### src/rtl/seven_seg_scan.sv
// seven_seg_scan: time-multiplexed common-anode seven-segment driver.
// Scans NUM_DIGITS digits, one per REFRESH_DIV-cycle slot, with the first
// GUARD cycles of every slot blanked to suppress ghosting. Display data is
// double-buffered: loads land in a pending buffer that becomes active only
// when the scan wraps from the last digit back to digit 0.
// Ports:
//   clk, rst_n           clock, asynchronous active-low reset
//   digits               nibble i drives digit i (digit 0 rightmost)
//   dp, blank            per-digit decimal point / blank (1 = dp lit / dark)
//   hex_mode             1 = hex decode, 0 = BCD decode (nibbles > 9 show dash)
//   load                 one-cycle strobe capturing digits/dp/blank/hex_mode
//   seg                  bit 7 = dp, bits 6:0 = g..a (polarity per SEG_ACTIVE_LOW)
//   anode                one-hot digit enable (polarity per AN_ACTIVE_LOW)
//   scan_idx             digit currently driven
//   frame_done           one-cycle pulse after the scan wraps to digit 0
module seven_seg_scan #(
  parameter int NUM_DIGITS     = 4,
  parameter int REFRESH_DIV    = 50000,
  parameter int GUARD          = 500,
  parameter int SEG_ACTIVE_LOW = 1,
  parameter int AN_ACTIVE_LOW  = 1
) (
  input  logic                    clk,
  input  logic                    rst_n,
  input  logic [4*NUM_DIGITS-1:0] digits,
  input  logic [NUM_DIGITS-1:0]   dp,
  input  logic [NUM_DIGITS-1:0]   blank,
  input  logic                    hex_mode,
  input  logic                    load,
  output logic [7:0]              seg,
  output logic [NUM_DIGITS-1:0]   anode,
  output logic [2:0]              scan_idx,
  output logic                    frame_done
);

  localparam int                   PCW      = $clog2(REFRESH_DIV);
  localparam logic [PCW-1:0]        PC_LAST  = PCW'(REFRESH_DIV - 1);
  localparam logic [PCW-1:0]        PC_GUARD = PCW'(GUARD);
  localparam logic [2:0]            IDX_LAST = 3'(NUM_DIGITS - 1);
  localparam logic [7:0]            SEG_OFF  = (SEG_ACTIVE_LOW != 0) ? 8'hFF : 8'h00;
  localparam logic [NUM_DIGITS-1:0] AN_OFF   = (AN_ACTIVE_LOW != 0) ? '1 : '0;

  typedef struct packed {
    logic [4*NUM_DIGITS-1:0] digits;
    logic [NUM_DIGITS-1:0]   dp;
    logic [NUM_DIGITS-1:0]   blank;
    logic                    hex;
  } disp_t;

  logic [PCW-1:0] pc;
  logic [2:0]     idx;
  disp_t          act;
  disp_t          pend;
  disp_t          in_buf;
  logic           pend_valid;
  logic           slot_end;
  logic           wrap;

  assign in_buf   = '{digits: digits, dp: dp, blank: blank, hex: hex_mode};
  assign slot_end = (pc == PC_LAST);
  assign wrap     = slot_end && (idx == IDX_LAST);

  // Scan counters
  always_ff @(posedge clk or negedge rst_n) begin
    if (!rst_n) begin
      pc  <= '0;
      idx <= '0;
    end else if (slot_end) begin
      pc  <= '0;
      idx <= (idx == IDX_LAST) ? 3'd0 : idx + 3'd1;
    end else begin
      pc <= pc + PCW'(1);
    end
  end

  // Double buffer: a load on the wrap cycle bypasses pending so it shows in
  // the very next frame; otherwise the last load before the wrap wins.
  always_ff @(posedge clk or negedge rst_n) begin
    if (!rst_n) begin
      act        <= '0;
      pend       <= '0;
      pend_valid <= 1'b0;
    end else if (wrap) begin
      pend_valid <= 1'b0;
      if (load) begin
        act <= in_buf;
      end else if (pend_valid) begin
        act <= pend;
      end
    end else if (load) begin
      pend       <= in_buf;
      pend_valid <= 1'b1;
    end
  end

  // Digit select and decode
  logic [3:0]            nib;
  logic                  cur_dp;
  logic                  cur_blank;
  logic [NUM_DIGITS-1:0] onehot;
  logic [6:0]            pat;
  logic                  lit;
  logic [7:0]            seg_int;
  logic [7:0]            seg_d;
  logic [NUM_DIGITS-1:0] an_d;

  always_comb begin
    nib       = '0;
    cur_dp    = 1'b0;
    cur_blank = 1'b0;
    onehot    = '0;
    for (int unsigned i = 0; i < NUM_DIGITS; i++) begin
      if (idx == 3'(i)) begin
        nib       = act.digits[4*i +: 4];
        cur_dp    = act.dp[i];
        cur_blank = act.blank[i];
        onehot[i] = 1'b1;
      end
    end
  end

  always_comb begin
    pat = 7'h40;
    if (!act.hex && nib > 4'd9) begin
      pat = 7'h40;
    end else begin
      case (nib)
        4'h0: pat = 7'h3F;
        4'h1: pat = 7'h06;
        4'h2: pat = 7'h5B;
        4'h3: pat = 7'h4F;
        4'h4: pat = 7'h66;
        4'h5: pat = 7'h6D;
        4'h6: pat = 7'h7D;
        4'h7: pat = 7'h07;
        4'h8: pat = 7'h7F;
        4'h9: pat = 7'h6F;
        4'hA: pat = 7'h77;
        4'hB: pat = 7'h7C;
        4'hC: pat = 7'h39;
        4'hD: pat = 7'h5E;
        4'hE: pat = 7'h79;
        4'hF: pat = 7'h71;
        default: pat = 7'h40;
      endcase
    end
  end

  always_comb begin
    lit     = (pc >= PC_GUARD) && !cur_blank;
    seg_int = lit ? {cur_dp, pat} : 8'h00;
    an_d    = lit ? onehot : '0;
    seg_d   = (SEG_ACTIVE_LOW != 0) ? ~seg_int : seg_int;
    if (AN_ACTIVE_LOW != 0) begin
      an_d = ~an_d;
    end
  end

  // Registered outputs
  always_ff @(posedge clk or negedge rst_n) begin
    if (!rst_n) begin
      seg        <= SEG_OFF;
      anode      <= AN_OFF;
      scan_idx   <= 3'd0;
      frame_done <= 1'b0;
    end else begin
      seg        <= seg_d;
      anode      <= an_d;
      scan_idx   <= idx;
      frame_done <= wrap;
    end
  end

endmodule

### config.mk
export PLATFORM = sky130hd
export DESIGN_NAME = seven_seg_scan
export DESIGN_NICKNAME = d
export VERILOG_FILES = /design/src/rtl/seven_seg_scan.sv
export SDC_FILE = /design/constraint.sdc
export NUM_CORES = 1
export LEC_CHECK = 0
export CAP_MARGIN = 5
export CORE_UTILIZATION = 61
export DETAILED_ROUTE_END_ITERATION = 8
export PLACE_DENSITY = 0.85
export SLEW_MARGIN = 0
export SYNTH_ARGS = -nofsm -noshare
export SYNTH_HDL_FRONTEND = slang
export SYNTH_SLANG_ARGS = --single-unit
### constraint.sdc
create_clock -name clk -period 5.2 [get_ports clk]
set_input_delay 1.04 -clock clk [delete_from_list [all_inputs] [get_ports clk]]
set_output_delay 1.04 -clock clk [all_outputs]
set_load 0.01 [all_outputs]
# Yosys cells after proc, flatten, opt, wreduce, memory -nomap -nowiden
# Memory sizes are Yosys's and may differ from the RTL's.
# Cells that the tools add are included.
dict set report totals {
  ff_bits 86
  rom_bits 112
  inputBits 28
  output_inout_bits 16
  elab_cells 62
  memories 1
}
# name words width rd rd_clocked_by_memory_dff wr line_no
set memory_table {}
lappend memory_table {{(no name shown)} 16 7 1 0 0 127} ;# case (nib)
dict set report classes {
  addsub 2
  order_cmp 2
  n_eq_ne 4
  mux 25
  bitwise 3
  n_reduce_logical 10
}
# op count
set ops {}
lappend ops {{$mux W25} 2}
lappend ops {{$mux W4} 5}
lappend ops {{$add A16 B1 Y16 const B} 1}
lappend ops {{$eq A16 B16 Y1 const B} 1}
lappend ops {{$ge A16 B9 Y1 const B} 1}
lappend ops {{$mux W16} 1}
lappend ops {{$mux W1} 14}
lappend ops {{$mux W8} 1}
lappend ops {{$not A8 Y8} 1}
lappend ops {{$mux W7} 1}
lappend ops {{$eq A3 B2 Y1 const B} 2}
lappend ops {{$gt A4 B4 Y1 const B} 1}
lappend ops {{$not A4 Y4} 1}
lappend ops {{$reduce_and A2 Y1} 2}
lappend ops {{$reduce_bool A2 Y1} 2}
lappend ops {{$add A3 B1 Y3 const B} 1}
lappend ops {{$eq A3 B1 Y1 const B} 1}
lappend ops {{$logic_and A1 B1 Y1} 3}
lappend ops {{$logic_not A3 Y1} 1}
lappend ops {{$mux W3} 1}
lappend ops {{$logic_not A1 Y1} 2}
lappend ops {{$not A1 Y1} 1}

# Depth between registers and ports, before layout
# Gate-level depths: netlist of the first run.
dict set report depth {
  ltp_word 10
  ltp_mapped 12
  ltp_nobuf 11
}

# Worst setup path after synthesis of the first run
# OpenSTA, ideal clock, no wires.
dict set report synth_timing {
  path_type {flip-flop to flip-flop}
  start {reg idx[0]}
  end {reg seg[0]}
  setup_ns 0.090
  t_arrival_ns 2.596
  path_slack_ns 2.514
  path_stages_with_launch 11
  cell_sequence {dfrtp_1 -> ha_1 -> buf_4 -> nor2_1 -> o21ai_0 -> o21ai_0 -> inv_1 -> ha_1 -> or4_1 -> a21oi_1 -> o21ai_1}
}
dict set report synth_via {
  elab_chain_cells 10
  word_cells_on_any_way 20
  cone_classes {order compare (1); eq/ne (3); mux (10); bitwise (1); reduce/logical (4); memory (1)}
}
# element line_no
set synth_lines {}
lappend synth_lines {{start: declaration} 51} ;# logic [2:0] idx;
lappend synth_lines {{start signal: assignment} 70} ;# idx <= (idx == IDX_LAST) ? 3'd0 : idx + 3'd1;
lappend synth_lines {{$logic_not A3 Y1} 113} ;# if (idx == 3'(i)) begin
lappend synth_lines {{$mux W4 (4 in a row)} 113}
lappend synth_lines {{$gt A4 B4 Y1} 124} ;# if (!act.hex && nib > 4'd9) begin
lappend synth_lines {{$logic_and A1 B1 Y1} 124}
lappend synth_lines {{$mux W7} 124}
lappend synth_lines {{$mux W8 *} 151} ;# seg_int = lit ? {cur_dp, pat} : 8'h00;
lappend synth_lines {{$not A8 Y8 *} 153} ;# seg_d = (SEG_ACTIVE_LOW != 0) ? ~seg_int : seg_int;
lappend synth_lines {{net seg_d[0]} 104} ;# logic [7:0] seg_d;
lappend synth_lines {{end signal: assignment} 167} ;# seg <= seg_d;
lappend synth_lines {{end: declaration} 30} ;# output logic [7:0] seg,
# The timed path passes the listed nets; every way through them passes the cells marked *.
# A chain may end at the register's enable or synchronous reset.

# Worst setup path in the final report of the first run
dict set report layout_timing {
  start {reg idx[1]}
  end {reg seg[5]}
}
# Same word-level chain as after synthesis.

==> results.toml, run 1 <==
[synth]
synth-seq-cells = 86
yosys.area_share.simple_pct = 13.1
synth_edf_count = 0
synth_fa_ha_area_share_pct = 3.60
synthFlopType = "dfrtp_1"
syn_area_per_cell_sq_um = 11.3
synth_top_family_by_area = "multiplexers"
synth_warnings = 0
async_reset_ff_share_pct = 100
synth_cells = 369
synth_cell_types = 64
synth_compound_area_share_pct = 12.0
syn-num-nets = 409
synth_xor_area_share_pct = 2.52
synth.cell_area_sq_um = 4170
synth.area.mux_share_pct = 13.3
ys_seq_area_share_pct = 51.9

[sta]
fin_crit_ns = 3.31
drv_slew = 0
tns_ns = 0
setup_viol = 0
worstMarginPinSlew_ns = 1.03
finalCritPeriodShare_pct = 63.7
finalHoldViolCount = 0
rsz0062_at_grt = "false"
skew_ns = 0.0115
max_freq_mhz = 302
max_slew_margin_pct = 31.2

[run_status]
status = "complete, but fails checks"
violations = "DRC"

[drt]
drt_iter0_drc = 186
ant_nets = 0
routed.top_layer = "met4"
drcViolationCount = 2
via_per_inst = 5.81
postRouteWirelength_mm = 7.66
dr.pass1.iters = 9
route.detailed.wl_per_inst_um = 15.6
wirelength_met1_mm = 3.41
wl_met3_um = 327
met2_length_mm = 3.77
vias = 2853

[critical_path]
critPathLaunchType = "register"
crit_path_max_fanout = 14
critical_path_class = "register to register"
critPathCaptureType = "register"
cp.required_ns = 5.44
crit_arrival_ns = 3.55

[finish]
fillerInstances = 459
syn2layout_area_growth_pct = 16.3
final_util_pct = 75.1
num_antenna_cells = 0
num-nets-final = 449
drive_gt1_share_pct = 15.9
layout.cells.non_filler = 491

[placed_design]
hpwl_mm = 5.21
place_congestion = 0.832
io_buffer_count = 43
place_inst = 475

[power]
leakagePower_nw = 2.10
powerDensity_nw_per_um2 = 288
ir_drop_v = 0.000220
p_total_w = 0.00140

[grt]
grt_max_degree = 87
grt_pass1_wl_mm = 13.5
grt_pass1_vias = 2937
grt_overflow = 0
antenna_found_initial = 0
grt_usage_pct = 24.3

[clock_network]
cts_hold_buf = 0
cts_buffers = 9
clock_path_buffers = 2
htree_num_levels = 3
numClockSinks = 86
cts_tree = "built"
cts_root_buf = "clkbuf_8"
clk_pin_slew_ns = 0.08
post_cts_resized = 0
insertion_delay_ns = 0.35
cts_setup_buffers = 0

[die]
start_util_pct = 64.6
fp.dieW_um = 84.7
num_rows = 29
fp.dieH_um = 84.7
ios = 44
fp.coreArea_sq_um = 6460
dieArea_sq_um = 7170

[min_path]
min_path_type = "register to register"

[run]
cap_viol_max_count = 0
-- sequential cells by signal, indices dropped and copies added, names as in the netlist --
register    cells
pend_valid      1
act            25
anode           4
seg             8
frame_done      1
scan_idx        3
pend           25
idx             3
pc             16
-- per-stage QoR --
stage	cell area (sq um)	setup slack (ns)	hold WS (ns)
after CTS	4850	1.97	0.449
after detailed placement	4620	2.00	0.429
after global placement	4620	2.12	0.408
final	4850	1.89	0.445
after floorplan	4170	2.51	0.401
after global routing	4850	1.66	0.471
-- logic make-up after synthesis --
| kind of cell | after synthesis |
|---|---|
| compound gates | 75 |
| xor+xnor | 12 |
| simple gates | 104 |
| mux | 52 |
| flops | 86 |
| fa+ha+maj | 12 |
| buf+inv | 28 |
-- cell type report --
cell class / instances / area, sq um / area share (%)
timing repair buffer: 45 / 443 / 9.13
tap: 77 / 96.3 / 1.99
clock inverter: 4 / 97.6 / 2.01
clock buffer: 12 / 135 / 2.78
multi-input combinational: 255 / 1870 / 38.5
inverter: 12 / 45.0 / 0.928
sequential: 86 / 2170 / 44.7
-- worst max-delay path, cell delays in order (launching register included) --
cell and delay (ns):
dfrtp_1 0.42, inv_1 0.12, ha_1 0.44, nor2b_1 0.09, a221oi_1 0.37, o21ai_0 0.34
inv_1 0.21, ha_1 0.28, nor2_1 0.08, a221o_1 0.27, a31oi_2 0.35, o311ai_0 0.22
-- synth_stat cells (all sizes together) (5+ instances only) --
| cell type | n | area (sq um) |
|---|---|---|
| a21oi | 34 | 170 |
| buf | 12 | 83.8 |
| dfrtp | 74 | 1850 |
| dfstp | 12 | 315 |
| ha | 12 | 150 |
| inv | 12 | 45.0 |
| mux2 | 26 | 297 |
| mux2i | 26 | 260 |
| nand2 | 17 | 63.8 |
| nand3 | 8 | 40.0 |
| nand4 | 5 | 37.5 |
| nor2 | 41 | 154 |
| nor2b | 5 | 31.3 |
| o21ai | 15 | 90.1 |
| xnor2 | 10 | 87.6 |
-- metal layers --
layer  GRT usage (%)  up-vias
li1                -     1386
met1            30.6     1380
met2            40.1       73
met3            5.51       14
met4            11.2        0
met5               0        -
-- power by group --
part / internal [W] / switching (W) / leakage, nW / total [W]
Sequential: 0.000700 / 0.0000172 / 1.05 / 0.000718
Clock: 0.000320 / 0.000229 / 0.111 / 0.000549
Combinational: 0.0000660 / 0.0000622 / 0.937 / 0.000128
Total: 0.00109 / 0.000309 / 2.10 / 0.00140
-- worst paths after layout --
kind / startpoint / end / slack, ns / cells past startpoint
worst max register to register: idx[1]$_DFFE_PN0N_ / seg[5]$_DFF_PN1_ / 1.89 / 11
min in group asynchronous: rst_n / pc[11]$_DFF_PN0_ / 0.87 / 1
worst min register to register: idx[1]$_DFFE_PN0N_ / scan_idx[1]$_DFF_PN0_ / 0.45 / 0
worst min-delay path: idx[1]$_DFFE_PN0N_ / scan_idx[1]$_DFF_PN0_ / 0.45 / 0
max in group asynchronous: rst_n / pend[23]$_DFFE_PN0P_ / 3.67 / 1
worst max-delay path: idx[1]$_DFFE_PN0N_ / seg[5]$_DFF_PN1_ / 1.89 / 11
-- layout by cell type, fill, tap and decap left out, drive strengths merged, types with 10 or more instances in the layout --
| cell | Yosys | final |
|---|---|---|
| mux2 | 26 | 26 |
| nand2 | 17 | 17 |
| dfstp | 12 | 12 |
| clkbuf | 4 | 12 |
| clkdlybuf4s50 | 0 | 42 |
| ha | 12 | 12 |
| dfrtp | 74 | 74 |
| o21ai | 15 | 15 |
| a21oi | 34 | 34 |
| xnor2 | 10 | 10 |
| mux2i | 26 | 26 |
| nor2 | 41 | 41 |
| inv | 12 | 12 |
(Power assumes the default switching activity.)
==> run 2: changes to the inputs <==
--- a/config.mk
+++ b/config.mk
@@ -6,9 +6,9 @@
 export NUM_CORES = 1
 export LEC_CHECK = 0
 export CAP_MARGIN = 5
-export CORE_UTILIZATION = 61
+export CORE_UTILIZATION = 56
 export DETAILED_ROUTE_END_ITERATION = 8
-export PLACE_DENSITY = 0.85
+export PLACE_DENSITY = 0.79
 export SLEW_MARGIN = 0
 export SYNTH_ARGS = -nofsm -noshare
 export SYNTH_HDL_FRONTEND = slang
==> constraint.sdc (replaced) <==
create_clock -name clk -period 3.14 [get_ports clk]
set_input_delay 0.628 -clock clk [delete_from_list [all_inputs] [get_ports clk]]
set_output_delay 0.628 -clock clk [all_outputs]
set_load 0.01 [all_outputs]
==> run 2 against run 1 <==
The flow now finishes without violations; flip-flop and latch count is the same; worst hold slack barely moved; sequential share of layout area is 0.14 points lower; non-clock buffer count up 3; critical path depth unchanged; sequential power rose by 66%; cell count up 5.1%; clock power up 34%; clock skew rose by 0.0012 ns; core utilization decreased by 7.7 points; design area up 0.31%; total power rose by 53%; critical path type unchanged; highest routed layer unchanged.
==> results.toml, run 2 (same netlist as run 1, synthesis figures left out) <==
[power]
leakagePower_nw = 2.10
p_total_w = 0.00213
powerDensity_nw_per_um2 = 439
ir_drop_v = 0.000305

[critical_path]
reg2reg_to = "seg[5]$_DFF_PN1_"
cp-startpoint = "idx[0]$_DFFE_PN0N_"
crit_arrival_ns = 3.11
r2r_cells = 11
worst-r2r-setup-slack_ns = 0.27
crit_path_end = "seg[5]$_DFF_PN1_"
crit_path_max_fanout = 13
critical_path_class = "register to register"
critPathCaptureType = "register"
r2r-start = "idx[0]$_DFFE_PN0N_"
cp.required_ns = 3.38
critPathLaunchType = "register"

[sta]
skew_ns = 0.0126
tns_ns = 0
finalCritPeriodShare_pct = 91.4
max_freq_mhz = 348
fin_crit_ns = 2.87
rsz0062_at_grt = "false"
finalHoldViolCount = 0
worstMarginPinSlew_ns = 1.05
hold_slack_ns = 0.445
max_slew_margin_pct = 30.3
drv_slew = 0
setup_viol = 0

[drt]
drcViolationCount = 0
route.detailed.wl_per_inst_um = 14.6
postRouteWirelength_mm = 7.52
dr.pass1.iters = 4
via_per_inst = 5.49
drt_iter0_drc = 157
ant_nets = 0
vias = 2831

[die]
fp.dieH_um = 88.3
start_util_pct = 57.8
num_rows = 31
fp.dieW_um = 88.3
ios = 44
fp.coreArea_sq_um = 7210
dieArea_sq_um = 7800

[clock_network]
numClockSinks = 86
cts_hold_buf = 0
htree_num_levels = 3
cts_buffers = 9
cts_root_buf = "clkbuf_8"
cts_setup_buffers = 0
cts_tree = "built"
clock_path_buffers = 2
clk_pin_slew_ns = 0.09
insertion_delay_ns = 0.36

[grt]
grt_pass1_wl_mm = 12.8
antenna_found_initial = 0
grt_max_degree = 87
grt_overflow = 0
use_met2_pct = 35.5
top_usage_layer = "met2"
use_met3_pct = 5.97
met1_usage_pct = 27.3
grt_usage_pct = 21.8
grt_pass1_vias = 2793

[finish]
mostFrequentLayoutCells = "dfrtp_1, clkdlybuf4s50_1, nor2_1"
num_antenna_cells = 0
num-nets-final = 452
reg.largest.list = "act: 25 flops, pend: 25 flops, pc: 16 flops"
final_common_cell = "dfrtp_1"
drive_gt1_share_pct = 17.7
syn2layout_area_growth_pct = 16.6

[placed_design]
io_buffer_count = 43
place_congestion = 0.880
hpwl_mm = 5.30

[run_status]
status = "finished, final reports clean"

[min_path]
min_path_type = "input port to asynchronous set/reset pin"

[run]
cap_viol_max_count = 0
-- run 2: how the worst min path moves through the flow --
stage / startpoint / slack, ns / to / cells after the start
after floorplan: rst_n / 0.33 / act[0]$_DFFE_PN0P_ / 0
after global placement: idx[1]$_DFFE_PN0N_ / 0.41 / scan_idx[1]$_DFF_PN0_ / 0
after detailed placement: idx[1]$_DFFE_PN0N_ / 0.42 / scan_idx[1]$_DFF_PN0_ / 0
after CTS: idx[1]$_DFFE_PN0N_ / 0.44 / scan_idx[1]$_DFF_PN0_ / 0
after global routing: idx[0]$_DFFE_PN0N_ / 0.47 / scan_idx[0]$_DFF_PN0_ / 0
final: rst_n / 0.45 / pc[11]$_DFF_PN0_ / 1
-- run 2: cell type report --
class	instances	area, sq um
Clock buffer	10	138
Multi-Input combinational cell	255	1880
Sequential cell	86	2170
Timing Repair Buffer	48	465
Inverter	12	45.0
Fill cell	561	2350
Tap cell	99	124
Clock inverter	6	51.3
-- run 2: layer usage --
layer	routed length [um]	up-vias
met5	0	-
met4	174	0
met3	299	17
met2	3620	62
met1	3430	1361
li1	-	1391
-- run 2: critical path: stages (launching register included) --
cell and delay (ns):
dfrtp_1 0.42, inv_1 0.13, ha_1 0.43, inv_1 0.14, o21ai_0 0.21, o21ai_0 0.14
inv_1 0.14, ha_1 0.27, nor2_1 0.06, a221o_1 0.27, a31oi_2 0.33, o311ai_0 0.22
-- run 2: timing repair --
item                                    in CTS  in global routing
endpoints found under the setup margin       0                  4
gates resized for setup                      0                  2
hold endpoints to repair                     0                  0
-- run 2: through the flow --
step	utilization [%]	setup slack (ns)	cell area [sq um]	std cells
final	67.5	0.269	4870	516
after floorplan	-	0.454	4170	369
after CTS	67.3	0.182	4860	516
after global routing	67.5	0.0204	4870	516
after detailed placement	64.7	0.225	4670	500
after global placement	64.7	0.386	4670	500
-- run 2: power breakdown --
part | switching (W) | total, W | internal [W]
clock network | 0.000412 | 0.000735 | 0.000323
logic | 0.000100 | 0.000211 | 0.000110
registers | 0.0000290 | 0.00119 | 0.00116
==> run 3: changes to the inputs <==
--- a/config.mk
+++ b/config.mk
@@ -6,9 +6,9 @@
 export NUM_CORES = 1
 export LEC_CHECK = 0
 export CAP_MARGIN = 5
-export CORE_UTILIZATION = 56
+export CORE_UTILIZATION = 55
 export DETAILED_ROUTE_END_ITERATION = 8
-export PLACE_DENSITY = 0.79
+export PLACE_DENSITY = 0.78
 export SLEW_MARGIN = 0
 export SYNTH_ARGS = -nofsm -noshare
 export SYNTH_HDL_FRONTEND = slang
==> run 3 against run 2 <==
Die area up 1.8%; critical path type unchanged; largest power group unchanged; largest cell class unchanged; cell count decreased by 0.39%; non-clock buffer count is 2 lower; worst hold slack worse by 0.012 ns; flip-flop and latch count stayed put; sequential share of layout area rose by 0.30 points; design area decreased by 0.67%.
==> results.toml, run 3 (same netlist as run 1, synthesis figures left out) <==
[placed_design]
hpwl_mm = 5.42
place_inst = 498
place_congestion = 0.825
post_dp_cell_area_sq_um = 4650
io_buffer_count = 43
dpl_worst_slack_ns = 0.247

[clock_network]
clock_path_buffers = 2
cts_root_buf = "clkbuf_8"
clk_pin_slew_ns = 0.09
htree_num_levels = 3
cts_buffers = 9
cts_tree = "built"
numClockSinks = 86
insertion_delay_ns = 0.36
cts_hold_buf = 0

[die]
fp.dieW_um = 89.1
num_rows = 31
start_util_pct = 57.2
ios = 44
fp.coreArea_sq_um = 7290
fp.dieH_um = 89.1
dieArea_sq_um = 7940

[sta]
rsz0062_at_grt = "false"
timing.final.ws_setup_ns = 0.264
fin_crit_ns = 2.88
finalHoldViolCount = 0
setup_viol = 0
skew_ns = 0.0107
max_slew_margin_pct = 30.2
tns_ns = 0
max_freq_mhz = 348
drv_slew = 0
worstMarginPinSlew_ns = 1.05
finalCritPeriodShare_pct = 91.6

[drt]
vias = 2844
route.detailed.wl_per_inst_um = 15.1
dr.pass1.iters = 6
drcViolationCount = 0
drt_iter0_drc = 92
postRouteWirelength_mm = 7.75
ant_nets = 0
via_per_inst = 5.53

[critical_path]
critical_path_class = "register to register"
critical_path.top_delay_family = "compound AO/OA/AOI/OAI gates"
reg2reg_to = "seg[5]$_DFF_PN1_"
r2r-start = "idx[1]$_DFFE_PN0N_"
worst-r2r-setup-slack_ns = 0.26
r2r_cells = 11
critPathCaptureType = "register"
cp_cell_sequence = "inv_1, ha_1, nor2b_1, a221oi_1, o21ai_0, inv_1, ha_1, nor2_1, a221o_1, a31oi_2, o311ai_0"
crit_path_max_fanout = 14
critPathLaunchType = "register"
cp_num_buf_inv = 2
cp_num_cells = 11
cp.required_ns = 3.39
crit_arrival_ns = 3.13
cpPeakStageDelay_ns = 0.42
crit_path_top_delay_cell = "dfrtp_1"

[grt]
grt_pass1_vias = 2758
antenna_found_initial = 0
grt_overflow = 0
grt_usage_pct = 22.0
grt_pass1_wl_mm = 13.0
grt_max_degree = 87

[power]
leakagePower_nw = 2.07
powerDensity_nw_per_um2 = 433
ir_drop_v = 0.000385

[finish]
num_antenna_cells = 0
num-nets-final = 450
fillerInstances = 610
syn2layout_area_growth_pct = 15.9
multi_input_area_sq_um = 1870
final_common_cell = "dfrtp_1"
mostFrequentLayoutCells = "dfrtp_1, clkdlybuf4s50_1, nor2_1"
drive_gt1_share_pct = 17.1
fin_area_sq_um = 4830
layout.cells.non_filler = 514
reg.largest.list = "act: 25 flops, pend: 25 flops, pc: 16 flops"
seqCellArea_sq_um = 2170

[min_path]
holdPathEnd = "scan_idx[1]$_DFF_PN0_"
min_from = "idx[1]$_DFFE_PN0N_"
whs_path_depth = 0
min_path_type = "register to register"

[run_status]
status = "finished, final reports clean"

[run]
cap_viol_max_count = 0
## run 3: timing repair
item,CTS,global route
setup buffers,0,0
endpoints found under the setup margin,0,3
resized for setup,0,1
## run 3: how the worst max path moves through the flow
stage	startpoint	slack, ns	endpoint
6_report	idx[1]$_DFFE_PN0N_	0.26	seg[5]$_DFF_PN1_
5_1_grt	idx[1]$_DFFE_PN0N_	0.05	seg[5]$_DFF_PN1_
4_1_cts	idx[1]$_DFFE_PN0N_	0.23	seg[5]$_DFF_PN1_
3_5_place_dp	idx[0]$_DFFE_PN0N_	0.25	seg[5]$_DFF_PN1_
3_3_place_gp	idx[0]$_DFFE_PN0N_	0.38	seg[5]$_DFF_PN1_
2_1_floorplan	idx[0]$_DFFE_PN0N_	0.45	seg[0]$_DFF_PN1_
## run 3: area by class of cell
class / count / area share, %
Clock inverter: 7 / 1.04
Timing Repair Buffer: 46 / 9.32
Tap cell: 99 / 2.56
Inverter: 12 / 0.932
Sequential cell: 86 / 44.8
Clock buffer: 9 / 2.56
Multi-Input combinational cell: 255 / 38.8
## run 3: routing by layer
metal	GRT usage (%)	routed length, um	vias up
met5	0	0	-
met4	8.66	136	0
met3	5.45	290	12
met2	35.3	3660	62
met1	29.0	3660	1377
li1	-	-	1393
## run 3: where the power goes
part	switching, W	internal, W
Combinational	0.000100	0.000110
Sequential	0.0000299	0.00116
Clock	0.000403	0.000288
## run 3: per-stage QoR
stage	hold WS, ns	power, W	util [%]
floorplan	0.332	0.00133	-
global placement	0.410	0.00142	63.8
detailed placement	0.423	0.00142	63.8
CTS	0.435	0.00211	66.2
global route	0.449	0.00219	66.3
finish	0.433	0.00209	66.3
## run 3: worst register-to-register path, cell delays in order (launching register included)
cell	delay, ns
dfrtp_1	0.42
inv_1	0.11
ha_1	0.42
nor2b_1	0.10
a221oi_1	0.29
o21ai_0	0.17
inv_1	0.14
ha_1	0.28
nor2_1	0.07
a221o_1	0.27
a31oi_2	0.31
o311ai_0	0.21
==> RTL change (settings of run 3) <==
Remove the register `anode`: a continuous assignment takes its place, so the output `anode` follows one clock earlier.
--- a/src/rtl/seven_seg_scan.sv
+++ b/src/rtl/seven_seg_scan.sv
@@ -161,10 +161,8 @@
     if (!rst_n) begin
       seg        <= SEG_OFF;
-      anode      <= AN_OFF;
       scan_idx   <= 3'd0;
       frame_done <= 1'b0;
     end else begin
       seg        <= seg_d;
-      anode      <= an_d;
       scan_idx   <= idx;
       frame_done <= wrap;
@@ -172,4 +170,6 @@
   end
 
+  assign anode = an_d;
+
 endmodule
 
Behaviour: same outputs for any inputs over 10 cycles, from zero or initial values and one cycle with rst_n low; that may be too few to reach the edited logic, so the function may still have changed.
==> RTL change against run 3 <==
- total power grew 12%
- design area grew 1.7%
- sequential cell count shrank 4
- routed wire length grew 4.9%
- setup slack lost 0.18 ns
- utilization grew 4.1 points
- critical endpoint is now anode[0]
- synthesized area shrank 2.5%
- count of clock-buffer cells in the layout grew 2
- maximum frequency shrank 5.9%
- hold slack lost 0.021 ns
==> RTL change: results (changes against run 3) <==
metric,value,unit,change
R2R cell count,12,,+1
Detailed Route WL,8120,µm,+4.9%
tightest hold margin,0.412,ns,-0.0205 ns
Post-Syn Area per Cell,11.1,µm²,-1.5%
routed vias,2899,,+1.9%
detailed placer's ending HPWL,5650,µm,+4.4%
status,"complete, no violations",,
fin. max-slew vios,0,,unchanged
Clock transition at path regs,0.09,ns,about the same
dpl cells,497,,-0.20%
DRC,0,,unchanged
Setup Skew,0.0175,ns,+0.00686 ns
Regs by FF count,"act (25), pend (25), pc (16)",,
P_clk,0.000988,W,+43%
# Post-CTS Setup Buffers,0,,unchanged
switching share of power,21.8,%,-3.7 points
DR WL/cell,15.7,µm,+4.5%
Max IR drop VDD,0.315,mV,-18%
Pre-Repair DR Iteration Count,4,,-2
first-pass GRT wire length,13300,µm,+2.6%
GRT Overall Usage,23.0,%,+0.93 points
share of cells above drive strength 1,18.8,%,+1.7 points
Worst Max-Slew Pin Slew,0.999,ns,-0.0484 ns
cells taking the most area after synthesis,"dfrtp_1, mux2i_1, mux2_2, dfstp_2, a21oi_1",,
Lkg Pwr,2.13,nW,+2.5%
cell area after placement,4600,µm²,-1.1%
final net count,455,,+1.1%
r2r setup slk,0.23,ns,-0.03 ns
Ant. Diodes,0,,unchanged
initial detailed-routing violation count,152,,+65%
Post-Synthesis Net Count,405,,-0.98%
largest net degree at the start of global routing,83,,-4.6%
vias in the first global route,2834,,+2.8%
crit path launch,idx[0],,
Gate power share,9.1,%,-1.0 points
"Seq/Total Area, Yosys",50.7,%,-1.2 points
CTS resizes,1,,+1
RePlAce Congestion,0.907,,+9.9%
clock latency reported for the late side of the worst-skew pair,0.35,ns,
clk buf depth,2,,unchanged
crit-path max FO,6,,-8
Async SR Flop Fraction,100,%,unchanged
Worst Setup EP,anode[0],,
"Max stage delay cell, worst path",clkdlybuf4s50_1,,
CTS Buf Count,9,,unchanged
worst stage delay on the critical path,0.48,ns,+0.06 ns
worst min-delay path class,input port to async pin,,
-- RTL change: logic make-up after synthesis --
| group | count (synthesis) | share of synthesized area (%) |
|---|---|---|
| compound gates | 75 | 12.3 |
| fa+ha+maj | 12 | 3.69 |
| buf+inv | 28 | 3.54 |
| xor+xnor | 12 | 2.58 |
| flops | 82 | 50.7 |
| mux | 52 | 13.7 |
| simple gates | 104 | 13.5 |
-- RTL change: cell type report --
| class | count | area (µm²) |
|---|---|---|
| Fill cell | 517 | 2070 |
| Sequential cell | 82 | 2060 |
| Multi-Input combinational cell | 255 | 1900 |
| Timing Repair Buffer | 55 | 531 |
| Clock buffer | 11 | 131 |
| Clock inverter | 5 | 129 |
| Tap cell | 96 | 120 |
| Inverter | 12 | 45.0 |
-- RTL change: per-layer routing --
metal  up-vias  wire length [µm]  global-route usage (%)
met5         -                 0                       0
met4         0               155                    8.64
met3        16               241                    4.24
met2        60              4110                    38.3
met1      1425              3610                    29.9
li1       1398                 -                       -
-- RTL change: critical path, delay by kind of cell, from the launching register on --
| kind | cells | cell delay, ns |
|---|---|---|
| adder cells (fa/ha/maj) | 1 | 0.21 |
| flip-flops | 1 | 0.42 |
| AO/OA/AOI/OAI | 2 | 0.38 |
| buffers and inverters | 3 | 0.74 |
| AND/OR/NAND/NOR | 2 | 0.35 |
-- RTL change: metrics by stage --
stage / setup slack [ns] / utilization (%) / power [W] / TNS (ns)
finish: 0.0825 / 70.4 / 0.00234 / 0
global route: -0.0422 / 70.4 / 0.00242 / -0.104
CTS: 0.0142 / 69.7 / 0.00235 / 0
detailed placement: 0.308 / 65.9 / 0.00137 / 0
global placement: 0.329 / 65.9 / 0.00136 / 0
floorplan: 0.454 / - / 0.00128 / 0
